File: config.mk
export PLATFORM = sky130hd
export DESIGN_NAME = mem_port_arbiter
export DESIGN_NICKNAME = d
export VERILOG_FILES = /design/src/rtl/memsched_defs_pkg.sv /design/src/rtl/mem_rr_pick.sv /design/src/rtl/mem_port_arbiter.sv
export SDC_FILE = /design/constraint.sdc
export NUM_CORES = 1
export LEC_CHECK = 0
export ABC_AREA = 1
export BUFFER_PORTS_ARGS = -buffer_cell sky130_fd_sc_hd__buf_2
export CELL_PAD_IN_SITES_DETAIL_PLACEMENT = 2
export CELL_PAD_IN_SITES_GLOBAL_PLACEMENT = 2
export CORE_MARGIN = 2
export CORE_UTILIZATION = 25
export CTS_BUF_LIST = sky130_fd_sc_hd__clkbuf_4 sky130_fd_sc_hd__clkbuf_8
export CTS_CLUSTER_SIZE = 40
export DETAILED_ROUTE_END_ITERATION = 6
export MAX_ROUTING_LAYER = met4
export PLACE_DENSITY = 0.86
export SLEW_MARGIN = 20
export SYNTH_ARGS = -nofsm -noshare
export SYNTH_HDL_FRONTEND = slang
export SYNTH_SLANG_ARGS = --single-unit
File: constraint.sdc
create_clock -name clk -period 1.67 [get_ports clk]
set_clock_uncertainty 0.1 [all_clocks]
set_input_delay 0 -clock clk [delete_from_list [all_inputs] [get_ports clk]]
set_output_delay 0 -clock clk [all_outputs]
set_load 0.05 [all_outputs]
File: src/rtl/memsched_defs_pkg.sv
// Shared definitions for the memory-side scheduling blocks: FSM state
// encodings, default widths and a counter-width helper.
package memsched_defs_pkg;

  typedef enum logic [1:0] {
    IDLE     = 2'd0,
    ACCESS   = 2'd1,
    COMPLETE = 2'd2
  } mem_state_e;

  localparam int DEF_ADDR_W      = 32;
  localparam int DEF_DATA_W      = 16;
  localparam int DEF_WAIT_STATES = 2;

  // Width of a down-counter that must hold wait_states; never narrower than 1 bit.
  function automatic int cnt_width(input int wait_states);
    if (wait_states < 1) return 1;
    return $clog2(wait_states + 1);
  endfunction

endpackage

File: src/rtl/mem_rr_pick.sv
// Two-way round-robin selector. The last-grant input is 0 for port 1 and
// 1 for port 2; on a tie the port that was not granted last wins.
module mem_rr_pick (
  input  logic req1_i,
  input  logic req2_i,
  input  logic last_i,
  output logic valid_o,
  output logic id_o
);

  // Pick a port: a lone requester wins outright, a tie goes to the other port.
  always_comb begin
    valid_o = req1_i | req2_i;
    id_o    = 1'b0;
    if (req1_i && req2_i) begin
      id_o = ~last_i;
    end else if (req2_i) begin
      id_o = 1'b1;
    end
  end

endmodule

File: src/rtl/mem_port_arbiter.sv
// Two-port arbiter in front of a single-ported memory. Each access is
// granted round-robin, held for WAIT_STATES+1 enable cycles, and finished
// with a one-cycle done pulse to the granted port.
// Optional build macro ARB_PERF_CNT_EN adds saturating per-port
// completed-access counters on outputs cnt1/cnt2.
module mem_port_arbiter
  import memsched_defs_pkg::*;
#(
  parameter int ADDR_W      = DEF_ADDR_W,
  parameter int DATA_W      = DEF_DATA_W,
  parameter int WAIT_STATES = DEF_WAIT_STATES
) (
  input  logic              clk,
  input  logic              rst,
  input  logic              req1,
  input  logic [ADDR_W-1:0] addr1,
  input  logic              write1,
  input  logic [DATA_W-1:0] dat1,
  output logic              wait1,
  output logic              done1,
  output logic [DATA_W-1:0] rdat1,
  input  logic              req2,
  input  logic [ADDR_W-1:0] addr2,
  input  logic              write2,
  input  logic [DATA_W-1:0] dat2,
  output logic              wait2,
  output logic              done2,
  output logic [DATA_W-1:0] rdat2,
  output logic              mem_en,
  output logic              mem_we,
  output logic [ADDR_W-1:0] mem_addr,
  output logic [DATA_W-1:0] mem_wdat,
  input  logic [DATA_W-1:0] mem_rdat
`ifdef ARB_PERF_CNT_EN
  ,
  output logic [15:0]       cnt1,
  output logic [15:0]       cnt2
`endif
);

  localparam int CNT_W = cnt_width(WAIT_STATES);

  mem_state_e        state_q, state_d;
  logic [CNT_W-1:0]  cnt_q, cnt_d;
  logic              last_q, last_d;
  logic              gnt_q, gnt_d;
  logic              we_q, we_d;
  logic [ADDR_W-1:0] addr_q, addr_d;
  logic [DATA_W-1:0] wdat_q, wdat_d;
  logic [DATA_W-1:0] rdat1_q, rdat1_d;
  logic [DATA_W-1:0] rdat2_q, rdat2_d;
  logic              pick_valid;
  logic              pick_id;

  mem_rr_pick u_pick (
    .req1_i  (req1),
    .req2_i  (req2),
    .last_i  (last_q),
    .valid_o (pick_valid),
    .id_o    (pick_id)
  );

  // State and datapath registers; the last-grant pointer starts at port 2
  // so port 1 wins the first tie after reset.
  always_ff @(posedge clk or negedge rst) begin
    if (!rst) begin
      state_q <= IDLE;
      cnt_q   <= '0;
      last_q  <= 1'b1;
      gnt_q   <= 1'b0;
      we_q    <= 1'b0;
      addr_q  <= '0;
      wdat_q  <= '0;
      rdat1_q <= '0;
      rdat2_q <= '0;
    end else begin
      state_q <= state_d;
      cnt_q   <= cnt_d;
      last_q  <= last_d;
      gnt_q   <= gnt_d;
      we_q    <= we_d;
      addr_q  <= addr_d;
      wdat_q  <= wdat_d;
      rdat1_q <= rdat1_d;
      rdat2_q <= rdat2_d;
    end
  end

  // Next-state: latch the winner's request in IDLE, count down the access,
  // capture read data on the final access cycle, then pulse done once.
  always_comb begin
    state_d = state_q;
    cnt_d   = cnt_q;
    last_d  = last_q;
    gnt_d   = gnt_q;
    we_d    = we_q;
    addr_d  = addr_q;
    wdat_d  = wdat_q;
    rdat1_d = rdat1_q;
    rdat2_d = rdat2_q;
    case (state_q)
      IDLE: begin
        if (pick_valid) begin
          gnt_d   = pick_id;
          last_d  = pick_id;
          addr_d  = pick_id ? addr2  : addr1;
          wdat_d  = pick_id ? dat2   : dat1;
          we_d    = pick_id ? write2 : write1;
          cnt_d   = CNT_W'(WAIT_STATES);
          state_d = ACCESS;
        end
      end
      ACCESS: begin
        if (cnt_q == '0) begin
          if (!we_q) begin
            if (gnt_q) rdat2_d = mem_rdat;
            else       rdat1_d = mem_rdat;
          end
          state_d = COMPLETE;
        end else begin
          cnt_d = cnt_q - CNT_W'(1);
        end
      end
      COMPLETE: begin
        state_d = IDLE;
      end
      default: begin
        state_d = IDLE;
      end
    endcase
  end

  assign mem_en   = (state_q == ACCESS);
  assign mem_we   = (state_q == ACCESS) && we_q;
  assign mem_addr = addr_q;
  assign mem_wdat = wdat_q;
  assign done1    = (state_q == COMPLETE) && !gnt_q;
  assign done2    = (state_q == COMPLETE) &&  gnt_q;
  assign wait1    = req1 & ~done1;
  assign wait2    = req2 & ~done2;
  assign rdat1    = rdat1_q;
  assign rdat2    = rdat2_q;

`ifdef ARB_PERF_CNT_EN
  logic [15:0] cnt1_q, cnt2_q;

  // Saturating completed-access counters, one per port.
  always_ff @(posedge clk or negedge rst) begin
    if (!rst) begin
      cnt1_q <= '0;
      cnt2_q <= '0;
    end else begin
      if (done1 && (cnt1_q != 16'hFFFF)) cnt1_q <= cnt1_q + 16'd1;
      if (done2 && (cnt2_q != 16'hFFFF)) cnt2_q <= cnt2_q + 16'd1;
    end
  end

  assign cnt1 = cnt1_q;
  assign cnt2 = cnt2_q;
`endif

endmodule

==> results_dict.tcl, run 1 <==
set metrics [dict create \
    fillers 1993 \
    arrival_ns 1.44 \
    grtUsageTotal 0.239 \
    holdWs_ns 0.0435 \
    drt_first_pass_iters 6 \
    grt_max_degree 88 \
    rrSetupSlack_ns 0.15 \
    peakVddDrop_v 0.00105 \
    hpwl_mm 11.6 \
    synth_nets 725 \
    post-route-period-util 0.924 \
    status "complete, no violations" \
    mostFrequentLayoutCell "nand2_1" \
    start_util 0.256 \
    final_cell_mix "nand2_1 (240), buf_2 (200), nand3_1 (116)" \
    synth-warning-count 0 \
    mappedNetlistArea_sq_mm 0.00443 \
    grt_busiest_layer "met2" \
    cp-end-kind "primary output" \
    fmax_mhz 648 \
    clk_pin_slew_ns 0.10 \
    async_reset_ff_frac 1.00 \
    drt-initial-drc-count 115 \
    powerDensity_mw_per_mm2 1990 \
    yosysUniqueCellTypes 21 \
    vias 5260 \
    ant_nets 0 \
    met2_usage 0.426 \
    drc 0 \
    rows 48 \
    final.setup.tns_ns 0 \
    worst_slack_ns 0.128 \
    grt.overflow.total 0 \
    die_x_microns 137 \
    synthFlopType "dfrtp_1" \
    core_sq_mm 0.0173 \
    finalNetCount 1037 \
    worst-path-stages 5 \
    worstPathCellList "inv_2 > nand2_1 > o21ai_1 > inv_1 > buf_2" \
    stdcell_area_sq_mm 0.00709 \
    cts_made_buffers 9 \
    ff2ff_path_depth 6 \
    pin_count 204 \
    synth_cells 606 \
    grt_util_met1 0.243 \
    grt_pass1_wl_mm 32.7 \
    h-tree-depth 3 \
    cp_max_fo 4 \
    timing.rr.start "state_q[1]" \
    hold_viol_final 0 \
    area_delta_synth_final_pct 60.3 \
    die-height_microns 137 \
    drv_cap 0 \
    cts_sinks 87 \
    timing.rr.end "mem_addr[22]" \
    dp_slack_ns 0.154 \
    tightest_slew_ns 0.523 \
    final_util 0.410 \
    layout-drive-gt1-share 0.269 \
    crit_slowest_cell "dfrtp_2" \
    cts-root-buf "clkbuf_8" \
    finalSetupViolCount 0 \
    synth_edf_count 0 \
    startpoint "state_q[0]" \
    postPlaceCellArea_sq_mm 0.00568 \
    fp.dieArea_sq_mm 0.0188 \
    fin_crit_ns 1.54 \
    cp_top_family "flip-flops" \
    grt_pass1_vias 5979 \
    relSlewSlack 0.651 \
    path_buf_inv 3 \
    ys_seq_area_frac 0.492 \
    wl_mm 21.7 \
    grtUsageMet3 0.0567 \
    rsz0062_at_grt "no" \
    clk_path_buf_depth 2 \
    port_buffers 203 \
    cp.required_ns 1.57 \
    hp-class "input pin to register" \
    report.final.slew_viol_count 0 \
    place.gp.congestion 0.747 \
    avgSynthCellArea_sq_um 7.30 \
    viasPerCell 4.54 \
    wl_per_cell_microns 18.7 \
    clk_latency_ns 0.38 \
    max_stage_delay_ns 0.43 \
    endpoint "wait2" \
    antenna_found_initial 10 \
    yosys_register_bits 87 \
    p_leak_nw 4.14 \
    start_kind "register" \
    cts_tree "done" \
    critical_path_class "register to primary output" \
]
## flip-flops by register name (all words and copies together) (netlist names)
| name | count |
|---|---|
| mem_addr | 32 |
| mem_wdat | 16 |
| rdat1 | 16 |
| rdat2 | 16 |
| cnt_q | 2 |
| state_q | 2 |
| gnt_q | 1 |
| last_q | 1 |
| we_q | 1 |
## worst min-delay path by stage
stage / slack (ns) / cells past startpoint / from / end
final: 0.04 / 4 / req2 / mem_addr[24]
after global routing: 0.06 / 4 / req2 / mem_addr[19]
after CTS: 0.006 / 4 / req2 / mem_addr[22]
after detailed placement: 0.0008 / 2 / rst / rdat2[3]
after global placement: -0.003 / 2 / rst / mem_addr[17]
after floorplan: -0.40 / 0 / rst / cnt_q[0]
## logic make-up after synthesis
| group | share of synthesized area |
|---|---|
| AND/OR/NAND/NOR | 0.361 |
| buffers and inverters | 0.141 |
| flip-flops | 0.492 |
| AO/OA/AOI/OAI | 0.00339 |
| adder cells (fa/ha/maj) | 0.00283 |
## power breakdown
part | switching [mW] | internal [mW]
logic | 6.46 | 1.99
clock network | 0.923 | 0.864
registers | 0.679 | 3.20
total | 8.07 | 6.05
## worst register-to-register path, cell delays in order (launching register included)
cell and delay [ns]:
dfrtp_1 0.45, inv_2 0.12, nand2_1 0.09, nor2_4 0.11
buf_12 0.26, nand3_1 0.17, nand2_1 0.15
## metrics by stage
stage,cells,power [mW]
floorplan,606,9.74
global placement,1016,11.7
detailed placement,1016,12.0
CTS,1147,14.0
global route,1159,15.0
finish,1159,14.1
## synthesized netlist by cell type (2+ instances only)
cell type,count,area share
nor2_1,5,0.0042
inv_2,2,0.0017
nand2_4,2,0.0051
nor2_4,2,0.0051
inv_1,109,0.092
buf_2,13,0.015
buf_4,4,0.0068
clkbuf_1,7,0.0059
o21ai_0,3,0.0034
dfrtp_1,86,0.49
nand2_2,2,0.0028
nand2_1,241,0.20
buf_6,7,0.018
nand3_1,116,0.13
## cell type report
cell class / instances / area, sq um / share of cell area
well taps: 225 / 282 / 0.0397
multi-input cells: 376 / 1630 / 0.230
inverters: 112 / 423 / 0.0596
clock buffers: 9 / 124 / 0.0175
clock inverters: 7 / 100 / 0.0141
repair buffers: 332 / 2330 / 0.328
flip-flops and latches: 87 / 2180 / 0.307
diodes: 11 / 27.5 / 0.00388
## routing by layer
metal  part of all wire  vias up
met5                  0        -
met4              0.043        0
met3              0.051       64
met2               0.53      176
met1               0.37     2577
li1                   -     2443
## what timing repair did
item,in CTS,in global routing
resized for setup,1,4
setup buffers,0,1
hold buffers,115,0
setup endpoints to repair,1,3
pin swaps,0,0
endpoints found under the hold margin,168,0
Power figures use the tool's default switching activity.
==> run 2: changes to the inputs <==
--- a/config.mk
+++ b/config.mk
@@ -16,6 +16,7 @@
 export DETAILED_ROUTE_END_ITERATION = 6
 export MAX_ROUTING_LAYER = met4
 export PLACE_DENSITY = 0.86
+export REMOVE_ABC_BUFFERS = 1
 export SLEW_MARGIN = 20
 export SYNTH_ARGS = -nofsm -noshare
 export SYNTH_HDL_FRONTEND = slang
==> run 2 against run 1 <==
Routed wire length up 1.1%. First-iteration DRC count rose by 69%. Sequential share of layout area is 0.24 points higher. Clock power decreased by 18%. Critical endpoint unchanged. Via count is 0.21% higher. Critical path depth rose by 1. Total power decreased by 1.7%. Sequential power rose by 1%.
==> results_dict.tcl, run 2 (synthesis results as in run 1) <==
set metrics [dict create \
    ant_nets 0 \
    grt_max_degree 54 \
    powerDensity_mw_per_mm2 1970 \
    hpwl_mm 12.1 \
    p_int_mw 5.80 \
    final_util 0.407 \
    postCtsSetupBuffers 0 \
    cts_sinks 87 \
    die-height_microns 137 \
    wl_per_cell_microns 19.1 \
    crit_path_frequent_cell "buf_2" \
    cp_max_fo 15 \
    mostFrequentLayoutCell "nand2_1" \
    clk_path_buf_depth 2 \
    cp.required_ns 1.57 \
    switchingPower_mw 8.09 \
    cts-root-buf "clkbuf_8" \
    p_seq_frac 0.282 \
    relSlewSlack 0.655 \
    report.final.slew_viol_count 0 \
    cp_top_family "buffers and inverters" \
    path_buf_inv 5 \
    layout-drive-gt1-share 0.267 \
    holdWs_ns 0.0337 \
    drt_first_pass_iters 4 \
    largest_register_ffs 32 \
    die_x_microns 137 \
    antenna_found_initial 1 \
    clk_latency_ns 0.37 \
    peakVddDrop_v 0.00127 \
    finalNetCount 1037 \
    final_cell_mix "nand2_1 (240), buf_2 (201), nand3_1 (116), dlygate4sd3_1 (116), inv_1 (109)" \
    startpoint "req2" \
    status "complete, no violations" \
    p_sw_frac 0.582 \
    rsz0062_at_grt "no" \
    cts_tree "done" \
    rows 48 \
    grt_pass1_vias 6145 \
    fp.dieArea_sq_mm 0.0188 \
    tightest_slew_ns 0.517 \
    pwr-share-comb 0.613 \
    drc 0 \
    area_delta_synth_final_pct 59.1 \
    vias 5271 \
    postPlaceCellArea_sq_mm 0.00569 \
    worstPathCellList "dlygate4sd3_1 > buf_2 > buf_4 > o21ai_1 > inv_1 > buf_2" \
    port_buffers 203 \
    hp-class "input pin to asynchronous set/reset pin" \
    cts_made_buffers 9 \
    grt_pass1_wl_mm 34.0 \
    arrival_ns 1.49 \
    final_cell_count_no_fill 1150 \
    fillers 2022 \
    post-route-period-util 0.952 \
    p_clk_frac 0.105 \
    drv_cap 0 \
    grtUsageTotal 0.246 \
    hold_viol_final 0 \
    crit_slowest_cell "dlygate4sd3_1" \
    finalSetupViolCount 0 \
    h-tree-depth 3 \
    start_util 0.256 \
    ff2ff_path_depth 6 \
    post-place-cells 1016 \
    grt.overflow.total 0 \
    fmax_mhz 629 \
    p_total_mw 13.9 \
    worst-path-stages 6 \
    wl_mm 21.9 \
    clk_pin_slew_ns 0.09 \
    drt-initial-drc-count 194 \
    start_kind "input pin" \
    p_leak_nw 4.12 \
    stdcell_area_sq_mm 0.00704 \
    pin_count 204 \
    critical_path_class "input pin to primary output" \
    place.gp.congestion 0.755 \
    timing.rr.start "cnt_q[0]" \
    viasPerCell 4.58 \
    max_stage_delay_ns 0.54 \
    fin_crit_ns 1.59 \
    core_sq_mm 0.0173 \
    cp-end-kind "primary output" \
]
[run 2: cell count changes in the layout (fill, tap and decap cells not counted), moves of 2 or more]
cell	before	now
clkbuf_4	2	0
diode_2	11	2
bufinv_16	2	0
inv_6	4	2
[run 2: stage by stage]
| step | setup TNS (ns) | setup WS (ns) |
|---|---|---|
| 2_1_floorplan | -29.69 | -0.637 |
| 3_3_place_gp | 0 | 0.255 |
| 3_5_place_dp | 0 | 0.142 |
| 4_1_cts | 0 | 0.0265 |
| 5_1_grt | 0 | 0.00599 |
| 6_report | 0 | 0.0801 |
[run 2: layout make-up]
class	instances	area, sq um	share of cell area
multi-input cells	376	1630	0.231
clock inverters	6	43.8	0.00622
inverters	112	423	0.0601
clock buffers	10	138	0.0196
well taps	225	282	0.0400
flip-flops and latches	87	2180	0.310
repair buffers	332	2340	0.333
diodes	2	5.00	0.000711
[run 2: final timing paths]
| path | slack, ns | endpoint |
|---|---|---|
| worst max-delay path | 0.08 | wait2 |
| worst min-delay path | 0.03 | rdat2[9] |
| worst max register to register | 0.14 | rdat2[9] |
| worst min register to register | 0.37 | rdat1[5] |
| max in group asynchronous | 0.79 | mem_wdat[14] |
| min in group clk | 0.18 | state_q[0] |
[run 2: routing by layer]
metal	part of all wire	wire length (microns)	GRT usage	up-vias
met5	0	0	-	-
met4	0.022	484	0.0716	0
met3	0.059	1300	0.0570	41
met2	0.52	11400	0.438	193
met1	0.40	8780	0.274	2601
li1	-	-	-	2436
[run 2: power groups by stage]
stage	Clock [mW]	Combinational, mW	Sequential [mW]
2_1_floorplan	0	2.22	7.22
3_3_place_gp	0	7.93	3.85
3_5_place_dp	0	8.17	3.88
4_1_cts	1.50	8.38	3.87
5_1_grt	1.59	9.15	4.04
6_report	1.46	8.51	3.92
[run 2: worst register-to-register path, delay by kind of cell, from the launching register on]
kind                     cells  cell delay (ns)
AND/OR/NAND/NOR              4             0.69
adder cells (fa/ha/maj)      1             0.21
buffers and inverters        1             0.08
flip-flops                   1             0.40
[run 2: repair_timing]
action / CTS / global route
hold buffers: 116 / 0
endpoints found under the setup margin: 1 / 2
pin swaps: 0 / 0
hold endpoints to repair: 168 / 0
gates resized for setup: 1 / 2
==> run 3: changes to the inputs <==
--- a/config.mk
+++ b/config.mk
@@ -5,17 +5,16 @@
 export SDC_FILE = /design/constraint.sdc
 export NUM_CORES = 1
 export LEC_CHECK = 0
-export ABC_AREA = 1
 export BUFFER_PORTS_ARGS = -buffer_cell sky130_fd_sc_hd__buf_2
 export CELL_PAD_IN_SITES_DETAIL_PLACEMENT = 2
 export CELL_PAD_IN_SITES_GLOBAL_PLACEMENT = 2
 export CORE_MARGIN = 2
-export CORE_UTILIZATION = 25
+export CORE_UTILIZATION = 30
 export CTS_BUF_LIST = sky130_fd_sc_hd__clkbuf_4 sky130_fd_sc_hd__clkbuf_8
 export CTS_CLUSTER_SIZE = 40
 export DETAILED_ROUTE_END_ITERATION = 6
 export MAX_ROUTING_LAYER = met4
-export PLACE_DENSITY = 0.86
+export PLACE_DENSITY = 0.87
 export REMOVE_ABC_BUFFERS = 1
 export SLEW_MARGIN = 20
 export SYNTH_ARGS = -nofsm -noshare
==> run 3 against run 2 <==
Largest cell class unchanged. Worst setup slack got worse by 0.24 ns. Synthesized cell count fell by 58%. The run now ends with setup timing left. Clock-buffer cell count rose by 1. Global-route usage rose by 1.6 points. Final cell count fell by 32%.
==> results_dict.tcl, run 3 <==
set metrics [dict create \
    layout-drive-gt1-share 0.648 \
    synth_top_area_frac 0.538 \
    post-place-cells 628 \
    cp_top_family "flip-flops" \
    grt_pass1_wl_mm 26.6 \
    max_stage_delay_ns 0.46 \
    hold_viol_final 0 \
    synth_cells 253 \
    crit_path_frequent_cell "buf_12" \
    clk_pin_slew_ns 0.09 \
    violations "setup timing" \
    path_buf_inv 2 \
    viasPerCell 4.67 \
    grt_max_degree 46 \
    report.final.slew_viol_count 0 \
    yosys_register_bits 87 \
    cts_tree "done" \
    worst_slack_ns -0.159 \
    relSlewSlack 0.705 \
    finalSetupViolCount 70 \
    critical_path_class "register to register" \
    wl_mm 19.2 \
    pin_count 204 \
    synthFlopType "dfrtp_1" \
    place.gp.congestion 0.724 \
    worstPathCellList "buf_12 > nor3_4 > buf_12 > mux2_2" \
    final_cell_count_no_fill 778 \
    final_cell_mix "buf_2 (200), dlygate4sd3_1 (115), dfrtp_1 (84)" \
    yosysUniqueCellTypes 24 \
    drc 0 \
    synth-warning-count 0 \
    fillers 1256 \
    synth_most_common_cell "mux2_2" \
    yosys-top-cells-count "mux2_2 (112), dfrtp_1 (86), mux2_4 (20)" \
    peakVddDrop_v 0.000964 \
    grt.overflow.total 0 \
    die_x_microns 119 \
    rsz0062_at_grt "yes" \
    start_util 0.304 \
    drt-initial-drc-count 67 \
    powerDensity_mw_per_mm2 2060 \
    drv_cap 0 \
    cp.required_ns 1.81 \
    yosysTopAreaCell "dfrtp_1" \
    hp-class "input pin to asynchronous set/reset pin" \
    area_delta_synth_final_pct 80.4 \
    die-height_microns 119 \
    drt_first_pass_iters 4 \
    h-tree-depth 3 \
    async_reset_ff_frac 1.00 \
    fmax_mhz 547 \
    cts_sinks 87 \
    status "finished, violations left" \
    rows 42 \
    hpwl_mm 9.26 \
    ant_nets 0 \
    crit_slowest_cell "dfrtp_2" \
    tightest_slew_ns 0.442 \
    wl_per_cell_microns 24.7 \
    cts-root-buf "clkbuf_8" \
    fin_crit_ns 1.83 \
    antenna_found_initial 3 \
    clk_latency_ns 0.37 \
    arrival_ns 1.97 \
    synth_edf_count 0 \
    mappedNetlistArea_sq_mm 0.00400 \
    core_sq_mm 0.0131 \
    ys_seq_area_frac 0.545 \
    avgSynthCellArea_sq_um 15.8 \
    start_kind "register" \
    vias 3635 \
    cp_max_fo 34 \
    post-route-period-util 1.10 \
    cts_made_buffers 9 \
    fp.dieArea_sq_mm 0.0143 \
    mostFrequentLayoutCell "buf_2" \
    finalNetCount 713 \
    grt_pass1_vias 4485 \
    clk_path_buf_depth 2 \
    port_buffers 203 \
    cp-end-kind "register" \
    grtUsageTotal 0.262 \
    final_util 0.549 \
    largest_register_ffs 32 \
    yosys-top-cells-area "dfrtp_1 (54%), mux2_2 (32%), mux2_4 (7.5%)" \
    p_leak_nw 3.57 \
]
## run 3: cell count changes in the layout (fill, tap and decap cells not counted), moves of 3 or more
cell and change:
nand2_2 -3, buf_16 +3, nor2_1 -4, buf_12 +4, nand2_1 -240, buf_6 +3
mux2_4 +78, inv_1 -106, mux2_2 +54, nand3_1 -116
## run 3: logic make-up (layout without fill, tap and decap cells)
family          Yosys count  after routing  synth area share
compound gates            4              4           0.00845
fa+ha+maj                 1              1           0.00313
mux                     133            133             0.393
simple gates             12             12            0.0263
buf+inv                  16            362            0.0244
flops                    87             87             0.545
other cells               0              3                 0
## run 3: final timing paths
path / startpoint / end / slack [ns] / cells past startpoint
worst max-delay path: state_q[1] / mem_addr[11] / -0.16 / 4
worst min-delay path: rst / mem_wdat[8] / 0.04 / 2
worst max register to register: state_q[1] / mem_addr[11] / -0.16 / 4
worst min register to register: mem_wdat[13] / mem_wdat[13] / 0.41 / 1
max in group asynchronous: rst / mem_addr[9] / 0.81 / 3
min in group clk: req2 / state_q[0] / 0.08 / 3
## run 3: timing repair
item,CTS,global route
setup buffers,7,4
hold endpoints to repair,168,0
resized for setup,36,47
setup endpoints to repair,65,62
cloned,3,2
pin swaps,3,3
hold buffers,115,0
## run 3: report_power, final
group          switching, mW  leakage [nW]  internal [mW]
logic                   5.83          2.43           3.38
registers              0.753          1.02           3.20
clock network          0.829         0.114          0.871
total                   7.42          3.57           7.45
## run 3: through the flow
stage | total power, mW | hold slack, ns | cell area (sq um) | worst slack (ns) | setup TNS (ns)
finish | 14.9 | 0.0394 | 7210 | -0.159 | -5.30
global route | 15.4 | 0.0725 | 7210 | -0.183 | -8.74
CTS | 13.9 | 0.0505 | 6950 | -0.132 | -3.91
detailed placement | 11.5 | -0.109 | 5290 | -0.144 | -5.37
global placement | 11.2 | -0.121 | 5290 | -0.0911 | -3.08
floorplan | 9.48 | -0.396 | 3910 | -1.67 | -90.40
## run 3: routing by layer
layer	global-route usage	share of wire	up-vias
li1	-	-	1594
met1	0.244	0.34	1859
met2	0.506	0.59	130
met3	0.0402	0.028	52
met4	0.143	0.046	0
met5	-	0	-
## run 3: cell type report
cell class                      count  area (sq um)  area share
Inverter                            3          11.3     0.00156
Sequential cell                    87          2180       0.302
Clock buffer                       11           139      0.0193
Tap cell                          176           220      0.0305
Multi-Input combinational cell    150          1990       0.276
Antenna cell                        3          7.51     0.00104
Timing Repair Buffer              343          2590       0.359
Clock inverter                      5          75.1      0.0104
